`src/rtl/comp_pkg.sv`:
```
// Shared types for the serial magnitude comparator: FSM states and {l,g,e} result codes.
package comp_pkg;

  typedef enum logic {
    IDLE = 1'b0,
    RUN  = 1'b1
  } state_t;

  // Result vector ordering is {l, g, e}
  localparam logic [2:0] RES_NONE = 3'b000;
  localparam logic [2:0] RES_LT   = 3'b100;
  localparam logic [2:0] RES_GT   = 3'b010;
  localparam logic [2:0] RES_EQ   = 3'b001;

endpackage

```
`src/rtl/comp_digit.sv`:
```
// Combinational DIGIT-bit unsigned comparator for one operand slice.
// Zero latency; no flow control.
module comp_digit #(
  parameter int DIGIT = 2
) (
  input  logic [DIGIT-1:0] a,
  input  logic [DIGIT-1:0] b,
  output logic             lt,
  output logic             gt,
  output logic             eq
);

  assign lt = (a < b);
  assign gt = (a > b);
  assign eq = (a == b);

endmodule

```
`src/rtl/comp_serial.sv`:
```
// Serial magnitude comparator, DIGIT bits per cycle from the MSB, with early exit on first difference.
// Latency 1..NDIG cycles from capture to done; start is ignored while busy.
module comp_serial
  import comp_pkg::*;
#(
  parameter int WIDTH = 8,
  parameter int DIGIT = 2
) (
  input  logic             clk,
  input  logic             rst,
  input  logic             start,
  input  logic             sgn,
  input  logic [WIDTH-1:0] A,
  input  logic [WIDTH-1:0] B,
  output logic             busy,
  output logic             done,
  output logic             l,
  output logic             g,
  output logic             e
);

  localparam int NDIG  = WIDTH / DIGIT;
  localparam int IDX_W = (NDIG > 1) ? $clog2(NDIG) : 1;

  state_t             state_q, state_d;
  logic [WIDTH-1:0]   a_q, b_q;
  logic [IDX_W-1:0]   idx_q, idx_d;
  logic [2:0]         res_q, res_d;
  logic               done_q, done_d;
  logic               cap;
  logic [WIDTH-1:0]   msb_flip;
  logic [DIGIT-1:0]   a_sl, b_sl;
  logic               sl_lt, sl_gt, sl_eq;

  // Biasing the sign bit maps two's-complement order onto unsigned order
  assign msb_flip = {sgn, {(WIDTH-1){1'b0}}};

  assign a_sl = a_q[idx_q*DIGIT +: DIGIT];
  assign b_sl = b_q[idx_q*DIGIT +: DIGIT];

  comp_digit #(.DIGIT(DIGIT)) u_digit (
    .a  (a_sl),
    .b  (b_sl),
    .lt (sl_lt),
    .gt (sl_gt),
    .eq (sl_eq)
  );

  always_comb begin
    state_d = state_q;
    idx_d   = idx_q;
    res_d   = res_q;
    done_d  = 1'b0;
    cap     = 1'b0;
    case (state_q)
      IDLE: begin
        if (start) begin
          state_d = RUN;
          idx_d   = IDX_W'(NDIG - 1);
          res_d   = RES_NONE;
          cap     = 1'b1;
        end
      end
      RUN: begin
        if (sl_lt) begin
          state_d = IDLE;
          res_d   = RES_LT;
          done_d  = 1'b1;
        end else if (sl_gt) begin
          state_d = IDLE;
          res_d   = RES_GT;
          done_d  = 1'b1;
        end else if (sl_eq && (idx_q == '0)) begin
          state_d = IDLE;
          res_d   = RES_EQ;
          done_d  = 1'b1;
        end else begin
          idx_d = idx_q - 1'b1;
        end
      end
      default: state_d = IDLE;
    endcase
  end

  always_ff @(posedge clk) begin
    if (rst) begin
      state_q <= IDLE;
      a_q     <= '0;
      b_q     <= '0;
      idx_q   <= '0;
      res_q   <= RES_NONE;
      done_q  <= 1'b0;
    end else begin
      state_q <= state_d;
      idx_q   <= idx_d;
      res_q   <= res_d;
      done_q  <= done_d;
      if (cap) begin
        a_q <= A ^ msb_flip;
        b_q <= B ^ msb_flip;
      end
    end
  end

  assign busy = (state_q == RUN);
  assign done = done_q;
  assign l    = res_q[2];
  assign g    = res_q[1];
  assign e    = res_q[0];

endmodule

```
`config.mk`:
```
export PLATFORM = sky130hd
export DESIGN_NAME = comp_serial
export DESIGN_NICKNAME = d
export VERILOG_FILES = /design/src/rtl/comp_pkg.sv /design/src/rtl/comp_digit.sv /design/src/rtl/comp_serial.sv
export SDC_FILE = /design/constraint.sdc
export NUM_CORES = 1
export LEC_CHECK = 0
export CAP_MARGIN = 20
export CORE_UTILIZATION = 52
export CTS_CLUSTER_SIZE = 40
export DETAILED_ROUTE_END_ITERATION = 7
export HOLD_SLACK_MARGIN = 0.02
export PLACE_DENSITY_LB_ADDON = 0.12
export SLEW_MARGIN = 30
export SYNTH_ARGS = -nofsm -noshare
export SYNTH_HDL_FRONTEND = slang
export SYNTH_SLANG_ARGS = --single-unit
```
`constraint.sdc`:
```
create_clock -name clk -period 3.1 [get_ports clk]
set_input_delay 0.62 -clock clk [delete_from_list [all_inputs] [get_ports clk]]
set_output_delay 0.62 -clock clk [all_outputs]
set_load 0.005 [all_outputs]
```
### After elaboration in Yosys (flattened, before gate mapping)

Cells that the tools add are included.

* bitwise gates (word level): 3
* add/sub/neg operators: 1
* shift operators: 2
* multiplexer cells: 19
* reductions and logical operators: 5
* eq/ne operators: 6
* magnitude comparators: 2

Operators with widths (number)
* $shiftx A8 B4 Y2: 2
* $xor A8 B8 Y8: 2
* $mux W3: 4
* $mux W1: 8
* $mux W2: 4
* $ne A2 B2 Y1 const B: 4
* $pmux W3 S2: 1
* $ne A4 B1 Y1 const B: 1
* $pmux W2 S2: 1
* $reduce_and A4 Y1: 1
* $eq A2 B2 Y1: 1
* $gt A2 B2 Y1: 1
* $logic_not A2 Y1: 1
* $lt A2 B2 Y1: 1
* $pmux W1 S2: 1
* $reduce_and A2 Y1: 1
* $reduce_or A2 Y1: 1
* $sub A2 B1 Y2 const B: 1
* $logic_and A1 B1 Y1: 1
* $not A1 Y1: 1

* bits in registers: 23
* input bits: 20

### Depth between registers and ports, before layout

* word-level depth: 7
* depth in mapped cells: 8

### Modules after synthesis

A second synthesis with hierarchy kept.

* cells, all modules: 118
* area, all modules: 1032.2 um^2

Modules (own cells, without submodules)
* comp_serial: sequential area each 460.4 um^2, cells each 109, instances 1, area an instance 969.7 um^2
* comp_digit: sequential area each 0.0 um^2, cells each 9, instances 1, area an instance 62.6 um^2

### Least setup slack after synthesis

No wires, ideal clock.

* path kind: reg2reg
* start: reg idx_q[0]
* end: reg res_q[2]
* library setup time: 0.122 ns
* setup slack: 1.005 ns
* buffers on the path: 1
* clock period less this slack: 2.095 ns
* stages on the path, launching flop included: 7
* required time: 2.978 ns
* arrival: 1.973 ns
* cells stage by stage: dfxtp_1 mux4_2 ha_1 and2_4 buf_6 and3_4 o311a_1

* longest elaborated chain between the ends: 5

RTL lines
* start, declared: RTL line comp_serial.sv:27 `logic [IDX_W-1:0] idx_q, idx_d;`
* start signal, assigned: RTL line comp_serial.sv:95 `idx_q <= idx_d;`
* $shiftx A8 B4 Y2, on equally long branches: RTL line comp_serial.sv:38, comp_serial.sv:39
* $gt A2 B2 Y1 / $eq A2 B2 Y1 (equally long branches): RTL line comp_digit.sv:14, comp_digit.sv:15
* $mux W3 / $logic_and A1 B1 Y1 (equally long branches): RTL line comp_serial.sv:69, comp_serial.sv:73
* $mux W3 / $ne A4 B1 Y1 (equally long branches)
* $pmux W3 S2 / $reduce_and A2 Y1 (equally long branches)
* end signal, assigned: RTL line comp_serial.sv:96 `res_q <= res_d;`
* end, declared: RTL line comp_serial.sv:28 `logic [2:0] res_q, res_d;`

Parallel ways exist; a longest one is shown, timed or not.
A chain may end at the register's enable or synchronous reset.

### Final worst setup path

Same ends and word-level chain as after synthesis.

==> results.txt <==
----------------------------------------------------
[Run status]
  Outcome ... completed

[Min path]
  Class of the tightest hold or removal check ... flip-flop to flip-flop
  Hold Path Depth ... 2

[STA]
  RSZ-0062 raised after global routing ... false
  Post-route worst hold slack ... 0.464 ns
  Total count of max-transition violations in the final report ... 0
  Transition time at the pin with the least slew margin ... 0.516 ns
  Number of hold-slack violations in the final timing report ... 0
  Final min period ... 2.12 ns
  Share of the clock period used by the worst path ... 68.5%
  Max frequency ... 471 MHz
  Setup Skew ... 0.00560 ns
  Final-layout setup total negative slack ... 0 ns
  Final setup fails ... 0
  Worst-case headroom to the max-slew limit ... 65.6%

[Floorplanning]
  Number of placement rows ... 16
  Die Span Y ... 47.7 um
  Starting utilization of the core area ... 55.3%
  Count of pins on the block boundary ... 25
  Area inside the core boundary ... 0.00196 mm^2
  Floorplan die width ... 47.7 um
  Floorplan die area ... 0.00227 mm^2

[Finish]
  Commonest non-fill, non-tap cell in the layout ... nand2_1
  Antenna fix cells ... 0
  Fraction of final layout cells sized beyond drive strength 1 ... 11.1%
  Post-route cell area ... 0.00136 mm^2
  Highest-count cells in the layout ignoring fill and taps ... nand2_1, clkdlybuf4s50_1, dfxtp_1
  Finished Core Util ... 69.1%
  Final-stage net count ... 168
  Layout overhead on the synthesized area ... 24.9%

[Power and ir drop]
  Leakage power figure ... 0.000513 uW
  Pwr per Cell Area ... 528 mW/mm^2
  Worst ir drop on vdd ... 458 uV

[Worst setup path]
  Data arrival at the endpoint of the critical path ... 2.35 ns
  Critical path capture point type ... flip-flop
  Setup slack on the worst flop-to-flop path ... 0.98 ns
  CP Launch Type ... flip-flop
  Critical path start-end classification ... flip-flop to flip-flop
  Req. time, crit path ... 3.33 ns
  Critical-path maximum fanout ... 6
  Path depth of the worst reg2reg path ... 6

[CTS]
  Root buf cell ... clkbuf_4
  Number of post-CTS setup repair buffers ... 0
  Buffer depth of the longest clock path ... 2
  Clock-pin slew of the registers on the worst-case setup and hold paths ... 0.13 ns
  CTS Hold Buffers Added ... 0
  Number of clock sinks seen by CTS ... 23
  CTS tree ... done
  Clock insertion delay at the later pin of the skew report ... 0.33 ns
  Clock buffer count from CTS ... 3
  CTS HTree Levels ... 1
  CTS-repair resized insts ... 0

[Global routing]
  Vias in the first global route ... 802
  Overflow left after global routing ... 0
  GRT Util Overall ... 22.5%
  Global-route wire length before repair ... 3490 um
  Number of antenna violations at the first check in global routing ... 0
  Largest net degree at the start of global routing ... 20

[Yosys]
  Combined area of all synthesized cells ... 0.00108 mm^2
  Number of synthesized register bits ... 23
  Warnings from Yosys ... 0
  Synth top area share ... 42.4%
  Mapped Avg Cell Area ... 8.97 um^2
  Top cells by area, synth ... dfxtp_1, nand2_1, mux4_2
  Synth cell types ... 28
  Net count after synthesis ... 144
  Cell count after synthesis ... 121
  Library cell with the largest summed area after synthesis ... dfxtp_1
  Portion of the post-synthesis area used by sequential elements ... 42.4%

[Detailed routing]
  Average wire length per cell after detail routing ... 12.3 um
  Total Routed Length ... 2100 um
  Drt initial violations ... 17
  Total via count in the routed design ... 903
  Total iterations of the first detailed-routing run ... 4
  Number of routed nets with antenna violations ... 0
  Average vias per placed instance ... 5.28
  DRC ... 0

[Placed design]
  Count of buffers from port buffering ... 24
  Detail Placement HPWL ... 1630 um
  RD Place Congestion ... 0.911
  Cell area after placement ... 0.00133 mm^2

[Run]
  Max cap viols ... 0

----------------------------------------------------
critical path: stages (launching register included):
cell	delay, ns
dfxtp_1	0.49
mux4_2	0.54
inv_1	0.07
ha_1	0.24
and2_4	0.19
and3_4	0.16
o311a_1	0.34
synthesized netlist by cell type, drive strengths merged:
cell,count
a211oi,2
a21oi,14
a31oi,3
and2,2
and3,1
buf,5
clkbuf,2
dfxtp,23
ha,3
inv,8
mux4,4
nand2,33
nand2b,2
nand4,2
nor2,3
nor2b,3
nor3,2
o211ai,1
o311a,2
o31ai,1
o32ai,2
or3,1
xnor2,2
power by group:
part,leakage [uW],switching [uW],internal [uW]
combinational,0.000306,99.7,118
sequential,0.000189,27.9,325
clock,0.0000177,96.4,48.5
total,0.000513,224,491
per-layer routing:
layer / track usage, % / routed length [um] / vias up
li1: - / - / 461
met1: 28.2 / 935 / 418
met2: 38.1 / 1050 / 21
met3: 6.79 / 97 / 3
met4: 5.56 / 22 / 0
met5: 0 / 0 / -
kinds of logic (layout without fill, tap and decap cells):
| family | count (synthesis) | after routing | synth area share, % |
|---|---|---|---|
| xor gates and xnor gates | 2 | 2 | 1.62 |
| adders and majority gates | 3 | 3 | 3.46 |
| buffers and inverters | 15 | 38 | 7.04 |
| AOI/OAI and AO/OA | 25 | 25 | 15.3 |
| DFF | 23 | 23 | 42.4 |
| muxes | 4 | 4 | 8.30 |
| and+or+nand+nor | 49 | 49 | 21.8 |
per-stage QoR:
stage	power [uW]	worst slack [ns]	std cells
global route	761	0.865	171
detailed placement	579	0.989	167
finish	715	0.977	171
CTS	721	0.965	171
floorplan	525	1.01	121
global placement	571	1.05	167
final cells by class:
| cell class | instances | area, um^2 |
|---|---|---|
| Inverter | 8 | 30.0 |
| Multi-Input combinational cell | 83 | 548 |
| Sequential cell | 23 | 460 |
| Timing Repair Buffer | 26 | 255 |
| Tap cell | 27 | 33.8 |
| Clock inverter | 1 | 5.00 |
| Fill cell | 179 | 607 |
| Clock buffer | 3 | 22.5 |
flip-flops by register name, indices dropped and copies added, names as in the netlist:
name / cells
a_q: 8
b_q: 8
res_q: 3
idx_q: 2
busy: 1
done: 1
path summary, 6_finish.rpt:
kind,start,to
worst max-delay path,idx_q[0]$_SDFFE_PP0P_,res_q[2]$_SDFFE_PP0P_
worst min-delay path,a_q[2]$_SDFFE_PP0P_,a_q[2]$_SDFFE_PP0P_
worst max register to register,idx_q[0]$_SDFFE_PP0P_,res_q[2]$_SDFFE_PP0P_
worst min register to register,a_q[2]$_SDFFE_PP0P_,a_q[2]$_SDFFE_PP0P_
Note: power is estimated with default switching activity, not from simulation.
